===== src/rtl/io_gpio_pkg.sv =====
`default_nettype none
// ============================================================================
// Module   : io_gpio_pkg
// Purpose  : Shared constants for the io_gpio peripheral: register offsets
//            within a bank, edge-sense encodings and the bank address stride.
// Ports    : none (package)
// Revision : 1.0 - initial release
// ============================================================================
package io_gpio_pkg;

    // Each bank occupies eight consecutive IO addresses.
    localparam int c_bank_stride = 8;

    // Register offsets inside a bank.
    localparam logic [2:0] c_off_dir      = 3'd0;
    localparam logic [2:0] c_off_out      = 3'd1;
    localparam logic [2:0] c_off_outset   = 3'd2;
    localparam logic [2:0] c_off_outclr   = 3'd3;
    localparam logic [2:0] c_off_outtgl   = 3'd4;
    localparam logic [2:0] c_off_in       = 3'd5;
    localparam logic [2:0] c_off_intmask  = 3'd6;
    localparam logic [2:0] c_off_intflags = 3'd7;

    // Interrupt edge-sense selection.
    localparam int c_edge_both = 0;
    localparam int c_edge_rise = 1;
    localparam int c_edge_fall = 2;

endpackage
`default_nettype wire


===== src/rtl/io_gpio_bank.sv =====
`default_nettype none
// ============================================================================
// Module   : io_gpio_bank
// Purpose  : One 8-pin GPIO bank: DIR/OUT/INTMASK registers, atomic
//            set/clear/toggle, input synchroniser, edge detect and W1C flags.
// Ports    : clk, rst (async, active low)
//            i_sel       bank addressed by the current bus cycle
//            i_offset    register offset within the bank
//            i_re/i_we   bus read / write strobes
//            i_wdata     bus write data
//            i_blank     suppress flag setting (post-reset settling)
//            i_pin       raw pad inputs
//            o_rdata     read data, 8'h00 when not selected or not reading
//            o_pin_out   OUT register, o_pin_dir DIR register
//            o_int_pend  OR of (INTFLAGS & INTMASK)
// Revision : 1.0 - initial release
// ============================================================================
module io_gpio_bank
    import io_gpio_pkg::*;
#(
    parameter int         SYNC_STAGES = 2,
    parameter int         EDGE_MODE   = c_edge_both,
    parameter logic [7:0] OUT_RESET   = 8'h00
) (
    input  logic       clk,
    input  logic       rst,
    input  logic       i_sel,
    input  logic [2:0] i_offset,
    input  logic       i_re,
    input  logic       i_we,
    input  logic [7:0] i_wdata,
    input  logic       i_blank,
    input  logic [7:0] i_pin,
    output logic [7:0] o_rdata,
    output logic [7:0] o_pin_out,
    output logic [7:0] o_pin_dir,
    output logic       o_int_pend
);

    logic [7:0]                  r_dir;
    logic [7:0]                  r_out;
    logic [7:0]                  r_mask;
    logic [7:0]                  r_flags;
    logic [SYNC_STAGES-1:0][7:0] r_sync;
    logic [7:0]                  r_prev;

    logic       w_wr;
    logic [7:0] w_in;
    logic [7:0] w_rise;
    logic [7:0] w_fall;
    logic [7:0] w_event;
    logic [7:0] w_set;
    logic [7:0] w_clr;
    logic [7:0] w_rd_mux;

    assign w_wr   = i_sel & i_we;
    assign w_in   = r_sync[SYNC_STAGES-1];
    assign w_rise = w_in & ~r_prev;
    assign w_fall = ~w_in & r_prev;

    always_comb begin
        case (EDGE_MODE)
            c_edge_rise: w_event = w_rise;
            c_edge_fall: w_event = w_fall;
            default:     w_event = w_rise | w_fall;
        endcase
    end

    // A flag set by an edge in the same cycle as its W1C clear survives,
    // because the set term is OR-ed in after the clear mask.
    assign w_set = i_blank ? 8'h00 : w_event;
    assign w_clr = (w_wr && (i_offset == c_off_intflags)) ? i_wdata : 8'h00;

    // Stage 0 takes the raw pad; the last stage is what software sees as IN.
    always_ff @(posedge clk or negedge rst) begin
        if (!rst) begin
            r_sync <= '0;
            r_prev <= '0;
        end else begin
            r_sync <= {r_sync[SYNC_STAGES-2:0], i_pin};
            r_prev <= w_in;
        end
    end

    always_ff @(posedge clk or negedge rst) begin
        if (!rst) begin
            r_dir   <= 8'h00;
            r_out   <= OUT_RESET;
            r_mask  <= 8'h00;
            r_flags <= 8'h00;
        end else begin
            r_flags <= (r_flags & ~w_clr) | w_set;
            if (w_wr) begin
                case (i_offset)
                    c_off_dir:     r_dir  <= i_wdata;
                    c_off_out:     r_out  <= i_wdata;
                    c_off_outset:  r_out  <= r_out | i_wdata;
                    c_off_outclr:  r_out  <= r_out & ~i_wdata;
                    c_off_outtgl:  r_out  <= r_out ^ i_wdata;
                    c_off_intmask: r_mask <= i_wdata;
                    default:       ;
                endcase
            end
        end
    end

    // The atomic-op addresses read back OUT so read-modify-write code works.
    always_comb begin
        w_rd_mux = 8'h00;
        case (i_offset)
            c_off_dir:      w_rd_mux = r_dir;
            c_off_out,
            c_off_outset,
            c_off_outclr,
            c_off_outtgl:   w_rd_mux = r_out;
            c_off_in:       w_rd_mux = w_in;
            c_off_intmask:  w_rd_mux = r_mask;
            c_off_intflags: w_rd_mux = r_flags;
            default:        w_rd_mux = 8'h00;
        endcase
    end

    assign o_rdata    = (i_sel && i_re) ? w_rd_mux : 8'h00;
    assign o_pin_out  = r_out;
    assign o_pin_dir  = r_dir;
    assign o_int_pend = |(r_flags & r_mask);

endmodule
`default_nettype wire


===== src/rtl/io_gpio.sv =====
`default_nettype none
// ============================================================================
// Module   : io_gpio
// Purpose  : GPIO peripheral on the 6-bit IO bus with PORTS banks of 8 pins.
//            Holds address decode, post-reset blanking counter, read-data OR
//            and the registered interrupt output.
// Ports    : clk, rst (async, active low)
//            io_re/io_we  bus strobes, io_addr bus address, io_out write data
//            io_in        read data, 8'h00 when not addressed
//            pin_in       raw pads, pin_out OUT registers, pin_dir DIR regs
//            irq          registered OR of enabled interrupt flags
// Revision : 1.0 - initial release
// ============================================================================
module io_gpio
    import io_gpio_pkg::*;
#(
    parameter int         BASE_ADDR   = 0,
    parameter int         PORTS       = 2,
    parameter int         SYNC_STAGES = 2,
    parameter int         EDGE_MODE   = 0,
    parameter logic [7:0] OUT_RESET   = 8'h00
) (
    input  logic               clk,
    input  logic               rst,
    input  logic               io_re,
    input  logic               io_we,
    input  logic [5:0]         io_addr,
    input  logic [7:0]         io_out,
    output logic [7:0]         io_in,
    input  logic [PORTS*8-1:0] pin_in,
    output logic [PORTS*8-1:0] pin_out,
    output logic [PORTS*8-1:0] pin_dir,
    output logic               irq
);

    // BASE_ADDR is bank aligned, so a bank is selected by io_addr[5:3] alone.
    localparam int         c_first_bank = BASE_ADDR / c_bank_stride;
    // Blank until the first synchronised sample has also reached "prev",
    // so pins already high at reset release cannot look like a rising edge.
    localparam logic [2:0] c_blank_len  = 3'(SYNC_STAGES + 1);

    logic [2:0]       r_blank_cnt;
    logic             w_blank;
    logic [7:0]       w_rdata [PORTS];
    logic [PORTS-1:0] w_int_pend;

    assign w_blank = (r_blank_cnt < c_blank_len);

    // Counts up once after reset and then holds.
    always_ff @(posedge clk or negedge rst) begin
        if (!rst) begin
            r_blank_cnt <= 3'd0;
        end else if (w_blank) begin
            r_blank_cnt <= r_blank_cnt + 3'd1;
        end
    end

    for (genvar p = 0; p < PORTS; p++) begin : g_bank
        localparam logic [2:0] c_bank_sel = 3'(c_first_bank + p);
        logic w_sel;

        assign w_sel = (io_addr[5:3] == c_bank_sel);

        io_gpio_bank #(
            .SYNC_STAGES (SYNC_STAGES),
            .EDGE_MODE   (EDGE_MODE),
            .OUT_RESET   (OUT_RESET)
        ) u_bank (
            .clk        (clk),
            .rst        (rst),
            .i_sel      (w_sel),
            .i_offset   (io_addr[2:0]),
            .i_re       (io_re),
            .i_we       (io_we),
            .i_wdata    (io_out),
            .i_blank    (w_blank),
            .i_pin      (pin_in[p*8 +: 8]),
            .o_rdata    (w_rdata[p]),
            .o_pin_out  (pin_out[p*8 +: 8]),
            .o_pin_dir  (pin_dir[p*8 +: 8]),
            .o_int_pend (w_int_pend[p])
        );
    end

    // Unselected banks drive zero, so a plain OR merges them.
    always_comb begin
        io_in = 8'h00;
        for (int i = 0; i < PORTS; i++) begin
            io_in = io_in | w_rdata[i];
        end
    end

    always_ff @(posedge clk or negedge rst) begin
        if (!rst) begin
            irq <= 1'b0;
        end else begin
            irq <= |w_int_pend;
        end
    end

endmodule
`default_nettype wire

===== config.mk =====
export PLATFORM = sky130hd
export DESIGN_NAME = io_gpio
export DESIGN_NICKNAME = d
export VERILOG_FILES = /design/src/rtl/io_gpio_pkg.sv /design/src/rtl/io_gpio_bank.sv /design/src/rtl/io_gpio.sv
export SDC_FILE = /design/constraint.sdc
export NUM_CORES = 1
export LEC_CHECK = 0
export CORE_AREA = 3 3 73 144
export DETAILED_ROUTE_END_ITERATION = 6
export DIE_AREA = 0 0 76 147
export GPL_TIMING_DRIVEN = 0
export HOLD_SLACK_MARGIN = 0.08
export PLACE_DENSITY = 0.83
export SLEW_MARGIN = 20
export SYNTH_ARGS = -nofsm -noshare
export SYNTH_HDL_FRONTEND = slang
export SYNTH_SLANG_ARGS = --single-unit

===== constraint.sdc =====
create_clock -name clk -period 2.25 [get_ports clk]
set_input_delay 0.3375 -clock clk [delete_from_list [all_inputs] [get_ports clk]]
set_output_delay 0.3375 -clock clk [all_outputs]
set_load 0.05 [all_outputs]

-- After elaboration in Yosys (flattened, before gate mapping)
Index checks and enable logic that the tools add are counted.
- input bits: 34
- bits in writable memories: 0
- bits in registers: 116
- ROM bits: 0
- memories kept: 0
- output and inout port bits: 41
- latch bits: 0
- add/subtract/negate cells: 1
- order comparisons: 1
- multipliers: 0
- equal/unequal tests: 8
- divide/modulo/power cells: 0
- reductions and logical operators: 15
- mux-type cells: 10
- shift operators: 0
- bitwise operators: 28
- operator list (cell ; number):
    8-bit bitwise AND ; 10
    8-bit one-hot mux with 5 select lines ; 2
    8-bit one-hot mux with 4 select lines ; 2
    8-bit NOT ; 7
    8-bit bitwise OR ; 7
    8-bit 2-to-1 mux ; 6
    16-bit OR reduction ; 1
    8-bit bitwise XOR ; 2
    3-bit equality test, second input constant ; 4
    2-bit AND reduction ; 6
    3-bit by 1-bit equality test with 1-bit output, second input constant ; 2
    3-bit by 2-bit equality test with 1-bit output, second input constant ; 2
    3-bit logical NOT ; 2
    1-bit logical AND ; 4
    4-bit nonzero test ; 1
    4-bit OR reduction ; 1
    3-bit by 1-bit adder with 3-bit output, second input constant ; 1
    3-bit by 2-bit less-than comparator with 1-bit output, second input constant ; 1
    1-bit bitwise AND ; 2

-- Longest topological paths before layout
- depth in word-level cells: 7
- gate-level depth with buffers: 8

-- Hierarchy
A second synthesis with hierarchy kept.
- cell total of the unflattened synthesis: 584
- area total of the unflattened synthesis: 6311.1 um^2
- modules (own cells, without submodules) (module ; cells each ; area an instance (um^2) ; times used ; sequential area each (um^2)):
    io_gpio_bank ; 280 ; 3042.9 ; 2 ; 1401.3
    io_gpio ; 24 ; 225.2 ; 1 ; 100.1

-- Least setup slack after synthesis
Ideal clock, no wire load.
- path type: in2out
- start: in io_addr[0]
- end: out io_in[6]
- slack: -171 ps
- buffers on the path: 3
- arrival: 2083 ps
- stages: 6
- cell sequence: buf_6 > or3_4 > buf_6 > clkbuf_1 > o21ai_0 > o21ai_0
- longest elaborated chain between the ends: 5
- elaborated cells on any way between the ends: 14
- RTL lines (what ; RTL line ; text):
    start, declared ; io_gpio.sv:27 ; input logic [5:0] io_addr,
    3-bit by 1-bit equality test with 1-bit output (tied with other cells) ; io_gpio_bank.sv:110 ; case (i_offset)
    4-bit OR reduction ; io_gpio_bank.sv:110 ;
    8-bit one-hot mux with 5 select lines ; io_gpio_bank.sv:110 ;
    8-bit 2-to-1 mux ; io_gpio_bank.sv:123 ; assign o_rdata = (i_sel && i_re) ? w_rd_mux : 8'h00;
    8-bit bitwise OR * ; io_gpio.sv:89 ; io_in = io_in | w_rdata[i];
    end, declared ; io_gpio.sv:29 ; output logic [7:0] io_in,
Mark *: on every way between the ends. The rest lies on a longest branch, timed or not.

-- Worst setup path in the final report
- start: in io_addr[1]
- end: out io_in[1]
The elaborated chain is that of the path after synthesis.

==> results.toml <==
[sta]
slew_headroom_pct = 56.3
finalSetupViolCount = 0
rsz0062_at_grt = "false"
setup_ws_ns = 0.0625
finalSetupTns_ns = 0
fmax_mhz = 457
min_period_ns = 2.19
min_period_over_period_pct = 97.2
hold_viol = 0
worst_slew_pin_slew_ns = 0.655
maxSlewViolCount = 0
finClkSkew_ns = 0.00523

[critical_path]
r2r_slack_ns = 0.42
crit_required_ns = 1.91
cp.arrival_ns = 1.85
crit_path_start_kind = "primary input"
crit_fanout = 10
worstSetupPathType = "in -> out"
endpoint_kind = "output port"

[clocking]
cts_tree = "built"
cts-buffers-inserted = 17
htree_levels = 4
root_buffer = "clkbuf_16"
cts.clk_slew.worst_paths_ns = 0.05
cts_num_sinks = 116
cts_buffer_depth = 2
clk_latency_ns = 0.42

[logic_synthesis]
yosys.area.top_type = "dfrtp_1"
ys.flop_type = "dfrtp_1"
synth_commonest_cells = "116 x dfrtp_1, 77 x nand2_1, 48 x o21ai_0, 33 x ha_1, 30 x o2bb2ai_1"
ys_async_sr_fraction_pct = 100
yosys_warnings = 0
synth_edf_count = 0
synth_top_area_share_pct = 51.9
yosysMostFrequentCell = "dfrtp_1"
ys_types = 46
syn_avg_cell_area_um2 = 10.7
synth_area_leaders = "dfrtp_1 52%, ha_1 7.4%, nand2_1 5.2%"
syn_area_um2 = 5590
yosys_register_bits = 116
ys_seq_area_share_pct = 51.9
synth_fp_nets = 588
synthesis.instances = 521

[die]
core_area_um2 = 9450
die-area_um2 = 11200
die_h_um = 147
initial_core_util_pct = 59.2
io-pin-count = 75
chipWidth_um = 76
rows = 50

[detailed_routing]
drt_iter0_drc = 339
wl_per_cell_um = 21.8
vias = 4616
drc_errors = 0
drt-pass1-iter-count = 7
routed_wl_mm = 16.5
via_per_inst = 6.09
postRouteAntennaNets = 0

[grt]
antenna_found_initial = 0
first_global_vias = 4809
grt_pass1_wl_mm = 25.5
grt_use_total_pct = 30.3
gr-total-overflow = 0
grt_max_degree = 74

[cells_and_area]
finish.utilization_pct = 76.7
area_growth_pct = 29.6
regArea_um2 = 2900
fin_area_um2 = 7250
fill_cells = 634
drive_gt1_share_pct = 14.2
multi_input_area_um2 = 2490
stdcell_count = 758
antennaDiodeCount = 0
fin_nets = 682

[power_and_ir_drop]
leakagePower_nw = 3.16
vdd_drop_max_v = 0.000993
power.density_nw_per_um2 = 932

[placement]
port_buffers = 73
placed_area_um2 = 6530
dp_hpwl_mm = 12.2
place_ws_ns = -1.16
place_inst = 725
gp_congestion = 0.918

[outcome]
status = "finished clean"

[hold_path]
min_path_type = "reg -> reg"

[flow_run]
cap_viol_max_count = 0
final timing paths:
check | start | cells past startpoint | to
max | io_addr[1] | 8 | io_in[1]
min in group asynchronous | rst | 2 | g_bank[1].u_bank.o_pin_out[6]$_DFFE_PN0P_
min | g_bank[0].u_bank.r_sync[1]$_DFF_PN0_ | 0 | g_bank[0].u_bank.w_in[1]$_DFF_PN0_
max reg2reg | r_blank_cnt[0]$_DFFE_PN0N_ | 3 | g_bank[0].u_bank.r_flags[4]$_DFF_PN0_
max in group asynchronous | rst | 3 | g_bank[0].u_bank.o_pin_out[3]$_DFFE_PN0P_
min reg2reg | g_bank[0].u_bank.r_sync[1]$_DFF_PN0_ | 0 | g_bank[0].u_bank.w_in[1]$_DFF_PN0_
area by class of cell:
cell class / instances / share of cell area (%)
Sequential cell: 116 / 40.0
Multi-Input combinational cell: 347 / 34.4
Timing Repair Buffer: 76 / 10.6
Clock buffer: 18 / 5.92
Buffer: 31 / 3.07
Clock inverter: 14 / 2.31
Tap cell: 130 / 2.24
Inverter: 26 / 1.35
kinds of logic after synthesis:
kind of cell	share of synthesized area [%]
multiplexers	3.04
flip-flops	51.9
buffers and inverters	4.97
AO/OA/AOI/OAI	20.9
adder cells (fa/ha/maj)	7.38
XOR/XNOR	2.50
AND/OR/NAND/NOR	9.30
power breakdown:
| group | total (mW) | leakage [nW] | internal (mW) | switching (mW) |
|---|---|---|---|---|
| Clock | 2.71 | 0.292 | 1.66 | 1.05 |
| Combinational | 1.54 | 1.52 | 0.574 | 0.966 |
| Sequential | 2.51 | 1.35 | 2.29 | 0.218 |
| Total | 6.76 | 3.16 | 4.53 | 2.23 |
layer usage:
layer / vias up / wire [um] / part of all wire (%) / GRT usage (%)
met5: - / 0 / 0 / 0
met4: 0 / 772 / 4.7 / 17.3
met3: 52 / 648 / 3.9 / 5.71
met2: 187 / 9130 / 55 / 55.0
met1: 2297 / 5940 / 36 / 32.6
li1: 2080 / - / - / -
per-stage QoR:
stage	total power, mW	hold slack [ns]
detailed placement	4.05	0.284
global placement	3.99	0.334
finish	6.76	0.350
floorplan	3.45	0.0419
global route	7.02	0.361
CTS	6.77	0.351
flip-flops by register name, indices dropped and copies added, names as in the netlist:
name and cells:
g_bank.u_bank.o_pin_dir 16, g_bank.u_bank.r_sync 16, g_bank.u_bank.o_pin_out 16, g_bank.u_bank.r_prev 16, g_bank.u_bank.w_in 16, r_blank_cnt 3
g_bank.u_bank.r_mask 16, irq 1, g_bank.u_bank.r_flags 16
worst max-delay path, cell delays in order:
cell	delay, ns
clkdlybuf4s15_2	0.24
or3_4	0.38
buf_6	0.15
clkbuf_4	0.19
o221ai_2	0.08
a21oi_1	0.07
o22ai_2	0.20
buf_6	0.18
cell usage in the layout (no fill, tap or decap), types with 14 or more instances in the layout:
master,n
clkbuf_16,17
nor2_1,18
nand2_1,76
ha_1,33
xnor2_1,16
inv_1,25
buf_6,14
o2bb2ai_1,30
o21ai_0,46
mux2i_1,14
dfrtp_1,116
clkdlybuf4s50_1,59
what timing repair did:
action | in CTS | in global routing
hold buffers | 1 | 0
hold endpoints to repair | 43 | 0
gates resized for setup | 79 | 20
pin swaps | 2 | 2
setup buffers | 1 | 0
endpoints found under the setup margin | 8 | 8
Note: power is estimated with default switching activity, not from simulation.
